===== src/rtl/param_stack.sv =====
// param_stack: parameterised LIFO with occupancy count, random-access peek,
// sticky overflow/underflow flags, flush and push+pop replace-top.
// The read side is purely combinational from registered state, so only
// peek_idx has a combinational path to outputs.
module param_stack #(
    parameter int WIDTH = 32,
    parameter int DEPTH = 16,
    localparam int AW = $clog2(DEPTH)
) (
    input  logic             clk,
    input  logic             rst,
    input  logic             push,
    input  logic             pop,
    input  logic             flush,
    input  logic             clr_err,
    input  logic [WIDTH-1:0] din,
    output logic [WIDTH-1:0] top,
    input  logic [AW-1:0]    peek_idx,
    output logic [WIDTH-1:0] peek_data,
    output logic             peek_valid,
    output logic [AW:0]      count,
    output logic             empty,
    output logic             full,
    output logic             overflow,
    output logic             underflow,
    output logic             err
);

    // Storage and state. The array is not reset; every output is gated by
    // r_count so stale entries never become visible.
    logic [WIDTH-1:0] r_mem [DEPTH];
    logic [AW:0]      r_count;
    logic             r_overflow;
    logic             r_underflow;

    logic [AW:0]      w_count_next;
    logic             w_empty;
    logic             w_full;
    logic [AW-1:0]    w_top_idx;
    logic [AW-1:0]    w_peek_addr;
    logic             w_peek_valid;
    logic             w_wr_en;
    logic [AW-1:0]    w_wr_addr;
    logic             w_ovf_set;
    logic             w_udf_set;

    assign w_empty   = (r_count == '0);
    assign w_full    = (r_count == (AW+1)'(DEPTH));
    // Index of the top entry; only meaningful when not empty.
    assign w_top_idx = r_count[AW-1:0] - AW'(1);

    // A write happens for a non-full push, or for any push+pop (replace top,
    // or first entry when empty). Nothing is written in a reset or flush cycle.
    assign w_wr_en   = rst & ~flush & push & (pop | ~w_full);
    // Replace-top targets the current top; plain push (and push+pop on an
    // empty stack) targets the slot just above it.
    assign w_wr_addr = (pop && !w_empty) ? w_top_idx : r_count[AW-1:0];

    // Error events; flush suppresses them because push/pop are ignored then.
    assign w_ovf_set = ~flush & push & ~pop & w_full;
    assign w_udf_set = ~flush & pop & w_empty;

    // Next occupancy: flush clears, otherwise saturating push/pop rules.
    always_comb begin
        w_count_next = r_count;
        if (flush) begin
            w_count_next = '0;
        end else if (push && !pop) begin
            if (!w_full) begin
                w_count_next = r_count + (AW+1)'(1);
            end
        end else if (!push && pop) begin
            if (!w_empty) begin
                w_count_next = r_count - (AW+1)'(1);
            end
        end else if (push && pop && w_empty) begin
            w_count_next = (AW+1)'(1);
        end
    end

    // Pointer and sticky flags; a set event in the same cycle beats clr_err.
    always_ff @(posedge clk) begin
        if (!rst) begin
            r_count     <= '0;
            r_overflow  <= 1'b0;
            r_underflow <= 1'b0;
        end else begin
            r_count     <= w_count_next;
            r_overflow  <= w_ovf_set | (r_overflow & ~clr_err);
            r_underflow <= w_udf_set | (r_underflow & ~clr_err);
        end
    end

    // Data array write port.
    always_ff @(posedge clk) begin
        if (w_wr_en) begin
            r_mem[w_wr_addr] <= din;
        end
    end

    // Peek counts down from the top; address wraps harmlessly when invalid
    // because the data is gated by w_peek_valid.
    assign w_peek_valid = ({1'b0, peek_idx} < r_count);
    assign w_peek_addr  = w_top_idx - peek_idx;

    // Combinational read side, gated so an empty stack reads as zero.
    always_comb begin
        top       = '0;
        peek_data = '0;
        if (!w_empty) begin
            top = r_mem[w_top_idx];
        end
        if (w_peek_valid) begin
            peek_data = r_mem[w_peek_addr];
        end
    end

    assign peek_valid = w_peek_valid;
    assign count      = r_count;
    assign empty      = w_empty;
    assign full       = w_full;
    assign overflow   = r_overflow;
    assign underflow  = r_underflow;
    assign err        = r_overflow | r_underflow;

endmodule


===== config.mk =====
export PLATFORM = sky130hd
export DESIGN_NAME = param_stack
export DESIGN_NICKNAME = d
export VERILOG_FILES = /design/src/rtl/param_stack.sv
export SDC_FILE = /design/constraint.sdc
export NUM_CORES = 1
export LEC_CHECK = 0
export BUFFER_PORTS_ARGS = -buffer_cell sky130_fd_sc_hd__buf_2
export CAP_MARGIN = 40
export CORE_MARGIN = 2
export CORE_UTILIZATION = 56
export CTS_CLUSTER_SIZE = 14
export DETAILED_ROUTE_END_ITERATION = 8
export GPL_TIMING_DRIVEN = 0
export PLACE_DENSITY = 0.74
export SLEW_MARGIN = 0
export SYNTH_ARGS = -nofsm -noshare
export SYNTH_HDL_FRONTEND = slang
export SYNTH_SLANG_ARGS = --single-unit

===== constraint.sdc =====
create_clock -name clk -period 4.95 [get_ports clk]
set_clock_uncertainty 0.05 [all_clocks]
set_input_delay 1.485 -clock clk [delete_from_list [all_inputs] [get_ports clk]]
set_output_delay 1.485 -clock clk [all_outputs]
set_load 0.005 [all_outputs]

# After elaboration in Yosys (flattened, before gate mapping)

Memory sizes are Yosys's and may differ from the RTL's.
Cells that the tools add are included.

Output and inout port bits: 75
Memories kept: 1
Logic and storage cells: 53
Register bits after elaboration: 7
Memory bits (writable): 512

Memory list:

| name  | depth | bits a word | read ports | clocked after Yosys merged registers in | wr ports | RTL line | text |
|---|---|---|---|---|---|---|---|
| r_mem | 16    | 32          | 2          | 0                                       | 1        | 31       | `logic [WIDTH-1:0] r_mem [DEPTH];` |

$lt $le $gt $ge: 1
Equal/unequal tests: 3
Reductions and logical operators: 12
Bitwise logic cells: 19
Multiplexer cells: 10
$add $sub $neg: 4

Operators by type and width:

| kind                                                                | count |
|---|---|
| 32-bit 2-to-1 mux                                                   | 2 |
| 5-bit 2-to-1 mux                                                    | 5 |
| 1-bit bitwise AND                                                   | 10 |
| 5-bit by 1-bit adder with 5-bit output (second input constant)      | 1 |
| 5-bit == test (second input constant)                               | 1 |
| 1-bit logical AND                                                   | 5 |
| 5-bit zero test                                                     | 1 |
| 4-bit by 5-bit < comparator with 1-bit output                       | 1 |
| 1-bit NOT                                                           | 5 |
| 5-bit by 1-bit subtractor with 5-bit output (second input constant) | 1 |
| 4-bit 2-to-1 mux                                                    | 1 |
| 1-bit OR                                                            | 4 |
| 4-bit by 1-bit subtractor with 4-bit output (second input constant) | 1 |
| 4-bit subtractor                                                    | 1 |
| 1-bit zero test                                                     | 3 |
| 3-bit inequality test (second input constant)                       | 1 |
| 3-bit AND reduction                                                 | 1 |
| 3-bit nonzero test                                                  | 1 |
| 1-bit 2-to-1 mux                                                    | 2 |
| 2-bit inequality test (second input constant)                       | 1 |
| 2-bit OR reduction                                                  | 1 |

# Longest topological paths before layout

Depth after elaboration: 6
Depth in mapped cells: 16

# Worst setup path before layout

OpenSTA, ideal clock, no wires.

Kind: register -> output
From: reg r_count[0], in the netlist count[0]
To: out peek_data[10]
Path buffers: 6
Slack: -0.109 ns
Arrival: 3.524 ns
Cell stages (with the launch flop): 15
Cells stage by stage: dfxtp_1 buf_2 buf_4 clkinv_1 ha_1 xnor2_1 inv_2 buf_4 clkbuf_1 ha_1 xor2_1 buf_2 clkbuf_1 a211oi_1 a211oi_1

Word-level cells in the longest chain between the ends: 4
Elaborated cells on any way between the ends: 5
Those cells by class: 2 x add/sub; 1 x order compare; 1 x mux; 1 x memory

RTL lines:

| what                                        | RTL line | text |
|---|---|---|
| start: declaration                          | 32       | `logic [AW:0] r_count;` |
| start signal: assignment                    | 88       | `r_count <= w_count_next;` |
| 4-bit by 1-bit subtractor with 4-bit output | 50       | `assign w_top_idx = r_count[AW-1:0] - AW'(1);` |
| 4-bit subtractor                            | 104      | `assign w_peek_addr = w_top_idx - peek_idx;` |
| memory read 16 x 32 bit                     | -        |  |
| 32-bit 2-to-1 mux (*)                       | 113      | `if (w_peek_valid) begin` |
| end: declaration                            | 19       | `output logic [WIDTH-1:0] peek_data,` |

Every way passes the cells marked *; elsewhere a longest branch is shown, timed or not.

# Worst setup path in the final report

From: in peek_idx[0]
To: out peek_data[22]

Word-level cells in the longest chain between the ends: 3
Elaborated cells on any way between the ends: 4
Those cells by class: 1 x add/sub; 1 x order compare; 1 x mux; 1 x memory

RTL lines:

| what                    | RTL line | text |
|---|---|---|
| start: declaration      | 18       | `input logic [AW-1:0] peek_idx,` |
| 4-bit subtractor        | 104      |  |
| memory read 16 x 32 bit | -        |  |
| 32-bit 2-to-1 mux (*)   | 113      |  |

Marked as above.

==> metrics <==
failing checks=setup timing; Pre-Repair DR Iteration Count=8; Rel. slew slack=35.7%; endpoints failing setup=38; latest clock arrival within the worst-skew pair=0.62 ns; Syn Area/Cell=between 15 and 20 um2; setup ws final=-0.289 ns; nets=roughly 1800; met2 usage=55.9%; Power Density=413 nW/um2; number of distinct library cells after synthesis=49; final hold vios=0; Min Clock Period, post-route=5.24 ns; WHS=0.451 ns; I/O Buffers=between 100 and 150; Max Freq=~0.19 GHz; DR iter-0 viols=2797; synth warn=0; CP max stage cell=fa_2; Crit path required time=about 3.4 ns; met1 Resource Use GR=between 40 and 50%; Synth top area share=62.4%; num rows=76; Seq/Total Area, Yosys=63.0%; Syn Nets=1552; post-layout util=70.0%; status=finished with violations; initial core utilization=a little under three fifths; number of global-route vias before repair=17159; Max Cap Viol=0; GR Overflow Total=0; Crit Path Class=input port to output port; die area=~46000 um2; number of H-tree levels=2; Total Routing Usage GR=between 30% and 40%; Ports=approximately 120; gr busiest metal=met2; DPL Wire Length=47.2 mm; Vias per Instance=7.22; CTS clk-pin slew, worst paths=0.07 ns; first-pass GRT wire length=roughly 110 mm; Seq cells post-synth=~520; clk sinks=519; Most used DFF post-synth=edfxtp_1; asr flop ratio synth=0%; met3 Use GR=9.04%; via count=around 17000; max-slew violations=0; top cell type by total area after synthesis=edfxtp_1; largest cells by area after synthesis=edfxtp_1 (62%), mux4_2 (18%), mux2i_1 (3.9%), nand2_1 (3.0%), a32oi_1 (2.2%); Mapped Area=24600 um2; average wire per standard cell=33.9 um; multi-input logic area=9490 um2; chip width=214 um; RSZ-0062 raised after global routing=yes; crit path max fanout=5; Layout area overhead=22.9%; Reg area=15500 um2; HP Class=register to register; largest net degree at the start of global routing=23; instance count of the mapped netlist=roughly 1500; ratio of final minimum period to clock period=106%; Core Box Area=43300 um2; CTS tree=built; Filler Cells Inserted=approximately 2600; # DRC=0; Die H=~210 um; Slew @ Worst Pin=0.965 ns; share of cells above drive strength 1=between 30% and 40%; Placer Congestion=~0.86; most frequent CP cell=buf_12; Critical Path End Type=output port; total CTS buffers=52; wirelength, routed=79.9 mm; CP arrival=3.70 ns; crit path launch type=input port; initial antenna violation count=3; post-route ant nets=0; Post-synth EDFFs=512; peak supply drop=0.000388 V; leakage power=10.4 nW; clock tree buffer depth=3; critical-path cell list=buf_6, ha_4, fa_2, buf_12, buf_12, buf_16, mux4_2, nor2b_4, a211oi_4, a211oi_2, buf_2; Root Buffer=clkbuf_16; crit-path max cell delay=approximately 0.6 ns
critical path, delay by kind of cell:
kind,cells,cell delay [ns]
adders and majority gates,2,0.77
muxes,1,0.30
buffers and inverters,5,0.65
and+or+nand+nor,1,0.15
AOI/OAI and AO/OA,2,0.35
what timing repair did:
item,CTS,global route
setup endpoints to repair,66,63
hold buffers,0,0
cloned,11,4
pin swaps,55,21
resized for setup,326,85
setup buffers,23,13
sequential cells by signal, indices dropped and copies added (netlist names):
signal,count
count,5
underflow,1
overflow,1
r_mem,512
metrics by stage:
stage,cells,TNS [ns],setup slack (ns),power (mW),cell area (um2)
finish,2361,-7.61,-0.289,12.5,30300
global route,2361,-8.61,-0.311,12.7,30300
CTS,2344,-7.58,-0.289,12.1,29800
detailed placement,2214,-92.02,-2.24,7.45,26500
global placement,2197,-717.99,-2.21,7.39,26000
floorplan,1496,-0.594,-0.0212,6.48,24600
cell type report:
class	instances	area share (%)
multi-input combinational	843	31.3
tap	585	2.42
buffer	115	3.89
clock buffer	61	4.41
sequential	519	51.3
inverter	16	0.277
clock inverter	36	1.00
antenna	1	0.00827
timing repair buffer	185	5.38
layer usage:
metal | vias up | routed length, um
met5 | - | 0
met3 | 343 | 10300
met2 | 1603 | 38000
met1 | 8515 | 26900
li1 | 6583 | -
met4 | 0 | 4760
kinds of logic after synthesis:
| family | Yosys count | synth area share, % |
|---|---|---|
| flip-flops | 519 | 63.0 |
| AND/OR/NAND/NOR | 307 | 5.26 |
| XOR/XNOR | 6 | 0.269 |
| multiplexers | 289 | 21.6 |
| AO/OA/AOI/OAI | 227 | 6.66 |
| adder cells (fa/ha/maj) | 14 | 0.742 |
| buffers and inverters | 134 | 2.47 |
cells in the mapped netlist, types with 2 or more instances:
library cell  number
ha_1              13
buf_2             44
dfxtp_1            7
nor2b_1           35
a32oi_1           63
a211o_1            2
a211oi_1          69
inv_2              2
inv_1             12
nor2_1            56
mux4_2           194
buf_4             10
nand2_1          200
a21oi_1           38
nor3_1             5
clkbuf_1          56
edfxtp_1         512
o32ai_1            2
a31oi_1           35
and2_1             2
xnor2_1            4
buf_1              7
o21ai_0            8
mux2i_1           95
path summary, 6_finish.rpt:
check / slack, ns / cells past startpoint / start / to
worst max-delay path: -0.29 / 11 / peek_idx[0] / peek_data[22]
worst min-delay path: 0.45 / 2 / overflow / overflow
worst max register to register: 1.43 / 10 / count[0] / r_mem[15][15]
worst min register to register: 0.45 / 2 / overflow / overflow
power by group:
| part | internal (mW) | total [mW] | switching (mW) |
|---|---|---|---|
| Clock | 2.15 | 3.90 | 1.75 |
| Combinational | 1.63 | 3.71 | 2.09 |
| Sequential | 4.86 | 4.88 | 0.0186 |
cell usage in the layout (no fill, tap or decap), types with 5 or more instances in the layout:
cell type	instances
a31oi_1	34
a21oi_1	36
nor2b_4	17
a211oi_1	12
clkbuf_8	5
clkbuf_4	14
a211oi_4	24
nor2b_1	15
mux4_2	194
nand2_1	200
o21ai_0	7
buf_6	15
a32oi_1	63
clkbuf_16	65
a211oi_2	33
dfxtp_1	5
buf_2	139
nor2_1	38
clkbuf_2	24
mux2i_4	8
nor3_1	5
clkbuf_1	15
buf_4	31
buf_12	35
edfxtp_1	512
buf_8	7
mux2i_2	13
nor2_4	17
clkinv_2	19
clkinv_1	9
ha_1	9
inv_1	10
mux2i_1	74
buf_16	9
(Power assumes the default switching activity.)
